### src/rtl/mult_div_seq.sv
// Sequencer for unsigned multu/divu that borrows the shared 32-bit ALU.
// It does one shift-add or restoring shift-subtract step per cycle and owns HI/LO.
module mult_div_seq #(
    parameter int unsigned WIDTH = 32,
    parameter int unsigned CNT_W = 6
) (
    input  logic             clk,
    input  logic             rst,
    input  logic             start,
    input  logic             op_div,
    input  logic [WIDTH-1:0] a_in,
    input  logic [WIDTH-1:0] b_in,
    output logic [WIDTH-1:0] alu_a,
    output logic [WIDTH-1:0] alu_b,
    output logic [2:0]       alu_op,
    input  logic [WIDTH-1:0] alu_res,
    input  logic             alu_cout,
    output logic             busy,
    output logic             done,
    output logic             div_zero,
    output logic [WIDTH-1:0] hi,
    output logic [WIDTH-1:0] lo
);

    typedef enum logic [1:0] {
        S_IDLE,
        S_ITER,
        S_FIN
    } state_t;

    localparam logic [2:0]       OP_ADD = 3'b010;
    localparam logic [2:0]       OP_SUB = 3'b110;
    localparam logic [CNT_W-1:0] LAST   = CNT_W'(WIDTH - 1);

    state_t             r_state;
    logic               r_is_div;
    logic [WIDTH-1:0]   r_hi;
    logic [WIDTH-1:0]   r_lo;
    logic [WIDTH-1:0]   r_opnd;
    logic [CNT_W-1:0]   r_cnt;
    logic               r_busy;
    logic               r_done;
    logic               r_div_zero;

    logic [WIDTH-1:0]   w_alu_a;
    logic [WIDTH-1:0]   w_alu_b;
    logic [2:0]         w_alu_op;
    logic               w_no_borrow;

    // The shifted-out HI bit means the partial remainder already exceeds any divisor.
    assign w_no_borrow = r_hi[WIDTH-1] | alu_cout;

    always_comb begin
        w_alu_a  = '0;
        w_alu_b  = '0;
        w_alu_op = 3'b000;
        if (r_state == S_ITER) begin
            if (r_is_div) begin
                w_alu_a  = {r_hi[WIDTH-2:0], r_lo[WIDTH-1]};
                w_alu_b  = r_opnd;
                w_alu_op = OP_SUB;
            end else begin
                w_alu_a  = r_hi;
                w_alu_b  = r_lo[0] ? r_opnd : '0;
                w_alu_op = OP_ADD;
            end
        end
    end

    always_ff @(posedge clk or posedge rst) begin
        if (rst) begin
            r_state    <= S_IDLE;
            r_is_div   <= 1'b0;
            r_hi       <= '0;
            r_lo       <= '0;
            r_opnd     <= '0;
            r_cnt      <= '0;
            r_busy     <= 1'b0;
            r_done     <= 1'b0;
            r_div_zero <= 1'b0;
        end else begin
            case (r_state)
                S_IDLE: begin
                    r_done <= 1'b0;
                    if (start) begin
                        r_is_div <= op_div;
                        r_cnt    <= '0;
                        if (op_div && (b_in == '0)) begin
                            r_hi       <= a_in;
                            r_lo       <= '1;
                            r_opnd     <= b_in;
                            r_div_zero <= 1'b1;
                            r_done     <= 1'b1;
                            r_state    <= S_FIN;
                        end else begin
                            r_hi       <= '0;
                            r_lo       <= op_div ? a_in : b_in;
                            r_opnd     <= op_div ? b_in : a_in;
                            r_div_zero <= 1'b0;
                            r_busy     <= 1'b1;
                            r_state    <= S_ITER;
                        end
                    end
                end
                S_ITER: begin
                    if (r_is_div) begin
                        r_hi <= w_no_borrow ? alu_res : w_alu_a;
                        r_lo <= {r_lo[WIDTH-2:0], w_no_borrow};
                    end else begin
                        {r_hi, r_lo} <= {alu_cout, alu_res, r_lo[WIDTH-1:1]};
                    end
                    r_cnt <= r_cnt + CNT_W'(1);
                    if (r_cnt == LAST) begin
                        r_busy  <= 1'b0;
                        r_done  <= 1'b1;
                        r_state <= S_FIN;
                    end
                end
                S_FIN: begin
                    r_done  <= 1'b0;
                    r_state <= S_IDLE;
                end
                default: begin
                    r_busy  <= 1'b0;
                    r_done  <= 1'b0;
                    r_state <= S_IDLE;
                end
            endcase
        end
    end

    assign alu_a    = w_alu_a;
    assign alu_b    = w_alu_b;
    assign alu_op   = w_alu_op;
    assign busy     = r_busy;
    assign done     = r_done;
    assign div_zero = r_div_zero;
    assign hi       = r_hi;
    assign lo       = r_lo;

endmodule

### config.mk
export PLATFORM = sky130hd
export DESIGN_NAME = mult_div_seq
export DESIGN_NICKNAME = d
export VERILOG_FILES = /design/src/rtl/mult_div_seq.sv
export SDC_FILE = /design/constraint.sdc
export NUM_CORES = 1
export LEC_CHECK = 0
export ABC_AREA = 1
export CORE_MARGIN = 5
export CORE_UTILIZATION = 53
export CTS_BUF_LIST = sky130_fd_sc_hd__clkbuf_8
export CTS_CLUSTER_DIAMETER = 150
export DETAILED_ROUTE_END_ITERATION = 10
export GPL_TIMING_DRIVEN = 0
export MAX_ROUTING_LAYER = met4
export PLACE_DENSITY = 0.92
export SLEW_MARGIN = 20
export SYNTH_ARGS = -nofsm -noshare
export SYNTH_HDL_FRONTEND = slang
export SYNTH_SLANG_ARGS = --single-unit
### constraint.sdc
create_clock -name clk -period 12.3 [get_ports clk]
set_input_delay 3.69 -clock clk [delete_from_list [all_inputs] [get_ports clk]]
set_output_delay 3.69 -clock clk [all_outputs]
set_load 0.005 [all_outputs]
==> metrics.log, run 1 <==
INFO  metric status = complete, no violations
INFO  metric floorplan.die.width = 131.4 um
INFO  metric fraction_of_final_layout_cells_sized_beyond_drive_strength_1 = 10.18%
INFO  metric yosys_warnings = 0
INFO  metric final_period_minus_worst_setup_slack = 6.371 ns
INFO  metric clock_sink_count = 108
INFO  metric worst_ir_drop_on_vdd = 116.2 uV
INFO  metric grt_setup_unrepaired = no
INFO  metric layout_common_cells = nand2_1, clkdlybuf4s50_1, dfrtp_1
INFO  metric grt_first_pass_wirelength = 47.15 mm
INFO  metric initial_antenna_violation_count = 1
INFO  metric cts_repair_resize_count = 0
INFO  metric cts_hold_repair.buffers = 0
INFO  metric reg2reg_setup_slack = 10.55 ns
INFO  metric synth.lib_cells_used.distinct = 32
INFO  metric grt_max_degree = 71
INFO  metric switch_share = 47.97%
INFO  metric stage_delay_of_the_slowest_cell_on_the_critical_path = 0.54 ns
INFO  metric std_cell_rows = 44
INFO  metric final-instance-count-excl-fill = 1,629
INFO  metric series_of_cell_instances_along_the_critical_path = buf_2 -> buf_2 -> nor2_1 -> buf_2 -> nor2_1 -> clkdlybuf4s50_1
INFO  metric cp_common_cell = buf_2
INFO  metric area_used_by_multi_input_combinational_logic = 4304 um^2
INFO  metric final_antenna_net_count = 0
INFO  metric critPathSlowestCell = nor2_1
INFO  metric power.leakage = 5.038 nW
INFO  metric dr.first_iter.drc_count = 1,093
INFO  metric synth.avg_cell_area = 6.538 um^2
INFO  metric final_max_slew_viol_count = 0
INFO  metric postSynthNetCount = 1,296
INFO  metric worstSkewPairLatency = 0.39 ns
INFO  metric timing.max_cap.violations = 0
INFO  metric start_util = 53.91%
INFO  metric clock_tree_from_tritoncts = built
INFO  metric chipHeight = 131.4 um
INFO  metric tightest_slew = 0.6539 ns
INFO  metric first_global_vias = 9,116
INFO  metric port_buffers = 233
INFO  metric cts_setup_buffers = 0
INFO  metric relSlewSlack = 56.24%
INFO  metric instance_area_at_placement = 10,400 um^2
INFO  metric synth_seq_cells = 108
INFO  metric setup.worst_path.start = r_is_div
INFO  metric final.period_utilization = 51.80%
INFO  metric maxClockFrequency = 0.1570 GHz
INFO  metric post_synth_inst_count = 1,194
INFO  metric crit_cells = 6
INFO  metric drt_pass1_iterations = 6
INFO  metric final_common_cell = nand2_1
INFO  metric finalSetupTns = 0 ns
INFO  metric pwr_density_cell = 245.3 nW/um^2
INFO  metric track_usage = 34.12%
INFO  metric worst_clock_skew = 0.01367 ns
INFO  metric pwr-share-comb = 66.1%
INFO  metric clock_power_share = 7.8%
INFO  metric gp_congestion = 0.9867
INFO  metric synthesis.area = 7806 um^2
INFO  metric finalHoldViolCount = 0
INFO  metric post_drt_wl_per_cell = 18.16 um
INFO  metric via_per_inst = 5.758
INFO  metric cts_max_path_buffers = 2
INFO  metric internal_power = 1.349 mW
INFO  metric relative_contribution_of_sequential_cells_to_total_power = 26.1%
INFO  metric die_area = 17,260 um^2
INFO  metric design.core.area = 14,480 um^2
INFO  metric rr_endpoint = hi[6]
INFO  metric stdcell_area = 10,570 um^2
INFO  metric timing.critical_path.from_type = flip-flop
INFO  metric hold_path_class = reg -> reg
INFO  metric worst-path-buf-inv = 4
INFO  metric area_growth = 35.36%
INFO  metric critical_path.endpoint = alu_b[0]
INFO  metric synth.yosys.seq_area_share = 34.62%
INFO  metric dp_cells = 1,612
INFO  metric timing.final.setup_violations = 0
INFO  metric timing.critical_path.required = 8.61 ns
INFO  metric clkTransAtPathRegs = 0.10 ns
INFO  metric boundaryPins = 235
INFO  metric gr-total-overflow = 0
INFO  metric p_switching = 1.244 mW
INFO  metric worstReg2RegStart = r_is_div
INFO  metric total_number_of_vias = 9,379
INFO  metric number_of_levels_the_h_tree_was_split_into = 3
INFO  metric route.detailed.drc = 0
INFO  metric routed_wl = 29.58 mm
INFO  metric fillCellCount = 1,236
INFO  metric critical_path_class = reg -> out
INFO  metric dp_hpwl = 22.58 mm
INFO  metric tritoncts.num_buffers = 9
INFO  metric worst_path_dominant_cell_family = buffers and inverters
INFO  metric endpoint_kind = output port
INFO  metric reg2regPathDepth = 8
INFO  metric path_max_fanout = 10
INFO  metric register_area = 2703 um^2
INFO  metric worst_ep_arrival_time = 2.68 ns
INFO  metric nets = 1,541
INFO  metric clockRootBuffer = clkbuf_8
## synth_stat cells, drive strengths merged
master  count  area (um^2)
o21ai      39        195.2
inv        78        292.8
nand2     499         1897
mux2i       6        60.06
o221ai      1        8.760
clkbuf     15        56.30
nor2      107        414.1
a22o        1        8.760
ha          1        12.51
o22ai       5        31.28
a21boi     25        187.7
o211ai     10        75.07
a31oi      51        319.1
nand4       7        43.79
or2         1        6.260
conb        1        3.750
buf        75        450.4
nand3      99        640.6
dfrtp     108         2703
a21oi      65        400.4
## final cells by class
type	count	share of cell area [%]
Sequential cell	108	25.58
Inverter	78	2.818
Clock buffer	10	1.303
Buffer	90	4.796
Antenna cell	1	0.02368
Tap cell	184	2.179
Timing Repair Buffer	234	22.33
Multi-Input combinational cell	918	40.73
Clock inverter	6	0.2368
## logic make-up (layout without fill, tap and decap cells)
| kind of cell | after synthesis | in the layout | share of synthesized area, % |
|---|---|---|---|
| adders and majority gates | 1 | 1 | 0.1603 |
| AOI/OAI and AO/OA | 197 | 197 | 15.71 |
| muxes | 6 | 6 | 0.7694 |
| and+or+nand+nor | 713 | 713 | 38.45 |
| buffers and inverters | 168 | 418 | 10.24 |
| DFF | 108 | 108 | 34.62 |
| other | 1 | 2 | 0.04804 |
## metal layers
metal  share of wire, %  vias up  global-route usage [%]
met5                  0        -                       -
met1                 39     4292                   43.88
met2                 46      657                   52.51
met3                 11      101                   6.002
li1                   -     4329                       -
met4                4.6        0                   16.00
## power groups by stage
| stage | clock network, mW | registers (mW) | logic, mW |
|---|---|---|---|
| 5_1_grt | 0.216 | 0.695 | 1.88 |
| 6_report | 0.202 | 0.677 | 1.71 |
| 3_5_place_dp | 0 | 0.674 | 1.68 |
| 4_1_cts | 0.202 | 0.670 | 1.69 |
| 3_3_place_gp | 0 | 0.670 | 1.64 |
| 2_1_floorplan | 0 | 0.648 | 0.947 |
## worst min-delay path by stage
| stage | slack, ns | endpoint | cells past startpoint | from |
|---|---|---|---|---|
| after floorplan | 0.44 | r_cnt[5] | 1 | r_cnt[5] |
| after global placement | 0.45 | r_cnt[5] | 1 | r_cnt[5] |
| after detailed placement | 0.47 | r_cnt[5] | 1 | r_cnt[5] |
| after CTS | 0.49 | r_cnt[5] | 1 | r_cnt[5] |
| after global routing | 0.52 | r_cnt[5] | 1 | r_cnt[5] |
| final | 0.50 | r_cnt[5] | 1 | r_cnt[5] |
## metrics by stage
| step | setup slack [ns] | power [mW] | hold WS (ns) | util [%] |
|---|---|---|---|---|
| global placement | 4.016 | 2.308 | 0.4533 | 71.61 |
| finish | 5.929 | 2.592 | 0.4998 | 72.98 |
| CTS | 6.014 | 2.566 | 0.4948 | 72.96 |
| floorplan | 5.764 | 1.595 | 0.4405 | - |
| global route | 5.906 | 2.792 | 0.5223 | 72.98 |
| detailed placement | 6.428 | 2.356 | 0.4681 | 71.84 |
## sequential cells by signal (all words and copies together) (netlist names)
signal and flops:
r_is_div 1, r_cnt 6, done 1, lo 32, div_zero 1, hi 32
r_state 2, busy 1, r_opnd 32
## worst register-to-register path, delay by kind of cell (launching register included)
kind,cells,cell delay [ns]
AO/OA/AOI/OAI,1,0.14
flip-flops,1,0.33
buffers and inverters,3,0.71
AND/OR/NAND/NOR,4,0.52
(Power assumes the default switching activity.)
==> inputs of run 2 (changes only) <==
--- a/config.mk
+++ b/config.mk
@@ -7,13 +7,13 @@
 export LEC_CHECK = 0
 export ABC_AREA = 1
 export CORE_MARGIN = 5
-export CORE_UTILIZATION = 53
+export CORE_UTILIZATION = 45
 export CTS_BUF_LIST = sky130_fd_sc_hd__clkbuf_8
 export CTS_CLUSTER_DIAMETER = 150
 export DETAILED_ROUTE_END_ITERATION = 10
 export GPL_TIMING_DRIVEN = 0
 export MAX_ROUTING_LAYER = met4
-export PLACE_DENSITY = 0.92
+export PLACE_DENSITY = 0.83
 export SLEW_MARGIN = 20
 export SYNTH_ARGS = -nofsm -noshare
 export SYNTH_HDL_FRONTEND = slang
==> constraint.sdc (replaced) <==
create_clock -name clk -period 5.6 [get_ports clk]
set_input_delay 1.68 -clock clk [delete_from_list [all_inputs] [get_ports clk]]
set_output_delay 1.68 -clock clk [all_outputs]
set_load 0.005 [all_outputs]
==> metrics.log, run 2 (synthesis gave the netlist of run 1 again) <==
INFO  metric status = complete, no violations
INFO  metric grt_max_degree = 77 (+8.5%)
INFO  metric rr_endpoint = hi[20]
INFO  metric area_growth = 36.26%
INFO  metric timing.max_cap.violations = 0 (unchanged)
INFO  metric layout_common_cells = nand2_1, clkdlybuf4s50_1, dfrtp_1
INFO  metric reg2reg_setup_slack = 3.84 ns (-6.71 ns)
INFO  metric stdcell_area = 10,640 um^2 (+0.66%)
INFO  metric std_cell_rows = 48 (+9.1%)
INFO  metric antennaDiodeCount = 0 (-1)
INFO  metric timing.final.setup_violations = 0 (unchanged)
INFO  metric reg2regPathDepth = 6 (-2)
INFO  metric internal_power = 3.006 mW (+120%)
INFO  metric power.leakage = 5.043 nW (about the same)
INFO  metric min_delay_worst_endpoint = r_cnt[5]
INFO  metric fraction_of_final_layout_cells_sized_beyond_drive_strength_1 = 10.19% (about the same)
INFO  metric grt_setup_unrepaired = no
INFO  metric final_max_slew_viol_count = 0 (unchanged)
INFO  metric timing.critical_path.required = 3.92 ns (-4.69 ns)
INFO  metric via_per_inst = 5.508 (-4.3%)
INFO  metric worst_ep_arrival_time = 2.70 ns (+0.02 ns)
INFO  metric relative_contribution_of_sequential_cells_to_total_power = 26.0% (about the same)
INFO  metric path_max_fanout = 10 (unchanged)
INFO  metric clock_power_share = 8.8% (+1.0 points)
INFO  metric pwr-share-comb = 65.2% (-0.9 points)
INFO  metric clock_tree_from_tritoncts = built
INFO  metric worstHoldStart = r_cnt[5]
INFO  metric finalHoldViolCount = 0 (unchanged)
INFO  metric relSlewSlack = 55.95% (-0.29 points)
INFO  metric switch_share = 47.51% (-0.46 points)
INFO  metric dp_hpwl = 23.17 mm (+2.6%)
INFO  metric die_area = 20,080 um^2 (+16%)
INFO  metric cts_hold_repair.buffers = 0 (unchanged)
INFO  metric clockRootBuffer = clkbuf_8
INFO  metric track_usage = 30.25% (-3.9 points)
INFO  metric gp_congestion = 0.9773 (-0.95%)
INFO  metric clkTransAtPathRegs = 0.10 ns (about the same)
INFO  metric final.period_utilization = 78.13%
INFO  metric route.detailed.drc = 0 (unchanged)
INFO  metric design.core.area = 17,180 um^2 (+19%)
INFO  metric chipHeight = 141.7 um (+7.9%)
INFO  metric worst_clock_skew = 0.01093 ns (-0.002735 ns)
INFO  metric routed_wl = 30.10 mm (+1.8%)
INFO  metric final.setup.worst_slack = 1.224 ns (-4.704 ns)
INFO  metric timing.critical_path.from_type = flip-flop
INFO  metric cts_setup_buffers = 0 (unchanged)
INFO  metric tritoncts.num_buffers = 9 (unchanged)
INFO  metric hold_path_class = reg -> reg
INFO  metric post-place-ws = 1.680 ns (-4.748 ns)
INFO  metric drt_pass1_iterations = 5 (-1)
INFO  metric worstSkewPairLatency = 0.40 ns (about the same)
INFO  metric p_switching = 2.721 mW (+120%)
INFO  metric boundaryPins = 235 (unchanged)
INFO  metric final_antenna_net_count = 0 (unchanged)
INFO  metric min_delay_path_depth = 1 (unchanged)
INFO  metric floorplan.die.width = 141.7 um (+7.9%)
INFO  metric pwr_density_cell = 538.4 nW/um^2 (+120%)
INFO  metric tightest_slew = 0.6583 ns (+0.004351 ns)
INFO  metric maxClockFrequency = 0.2285 GHz
INFO  metric instance_area_at_placement = 10,450 um^2 (+0.49%)
INFO  metric initial_antenna_violation_count = 0 (-1)
INFO  metric grt_first_pass_wirelength = 46.86 mm (-0.60%)
INFO  metric total_number_of_vias = 9,187 (-2.0%)
INFO  metric cts_repair_resize_count = 0 (unchanged)
INFO  metric nets = 1,541 (unchanged)
INFO  metric worst_ir_drop_on_vdd = 224.9 uV (+93%)
INFO  metric worstReg2RegStart = r_state[1]
INFO  metric endpoint_kind = output port
INFO  metric hold_slack = 0.4794 ns (-0.02038 ns)
INFO  metric gr-total-overflow = 0 (unchanged)
INFO  metric dr.first_iter.drc_count = 979 (-10%)
INFO  metric number_of_levels_the_h_tree_was_split_into = 3 (unchanged)
INFO  metric post_drt_wl_per_cell = 18.05 um (-0.61%)
INFO  metric critical_path_class = reg -> out
INFO  metric first_global_vias = 8,710 (-4.5%)
INFO  metric cts_max_path_buffers = 2 (unchanged)
INFO  metric port_buffers = 233 (unchanged)
INFO  metric start_util = 45.45% (-8.5 points)
INFO  metric final_common_cell = nand2_1
INFO  metric clock_sink_count = 108 (unchanged)
INFO  metric final_period_minus_worst_setup_slack = 4.376 ns
## run 2: layout make-up
type	count	area (um^2)
Buffer	90	506.7
Timing Repair Buffer	234	2360
Multi-Input combinational cell	918	4304
Tap cell	225	281.5
Sequential cell	108	2703
Inverter	78	297.8
Clock buffer	10	137.6
Clock inverter	5	46.29
Fill cell	1662	6540
## run 2: through the flow
stage	power [mW]	setup TNS, ns	utilization, %	instances
floorplan	3.503	0	-	1194
global placement	5.113	-84.42	60.66	1652
detailed placement	5.192	0	60.85	1653
CTS	5.691	0	61.92	1668
global route	6.188	0	61.92	1668
finish	5.727	0	61.92	1668
## run 2: critical path, cell delays in order, from the launching register on
cell	delay, ns
dfrtp_1	0.37
buf_2	0.17
buf_2	0.23
nor2_1	0.54
buf_2	0.38
nor2_1	0.14
clkdlybuf4s50_1	0.46
## run 2: worst max-delay path by stage
stage                     startpoint  slack [ns]  depth (start not counted)       end
after floorplan                  rst        1.07                          1      busy
after global placement           rst       -0.79                          2    hi[22]
after detailed placement    r_is_div        1.68                          6  alu_b[0]
after CTS                   r_is_div        1.24                          6  alu_b[2]
after global routing        r_is_div        1.15                          6  alu_b[2]
final                       r_is_div        1.22                          6  alu_b[0]
## run 2: layer usage
layer | global-route usage (%) | vias up | routed length [um]
met2 | 46.28 | 502 | 13610
met1 | 39.99 | 4276 | 12490
met4 | 13.13 | 0 | 1211
met5 | - | - | 0
met3 | 4.584 | 75 | 2788
li1 | - | 4334 | -
## run 2: power groups by stage
stage | registers [mW] | logic (mW) | clock network (mW)
finish | 1.49 | 3.73 | 0.503
global route | 1.53 | 4.13 | 0.525
CTS | 1.48 | 3.72 | 0.499
detailed placement | 1.49 | 3.70 | 0
global placement | 1.48 | 3.63 | 0
floorplan | 1.42 | 2.08 | 0
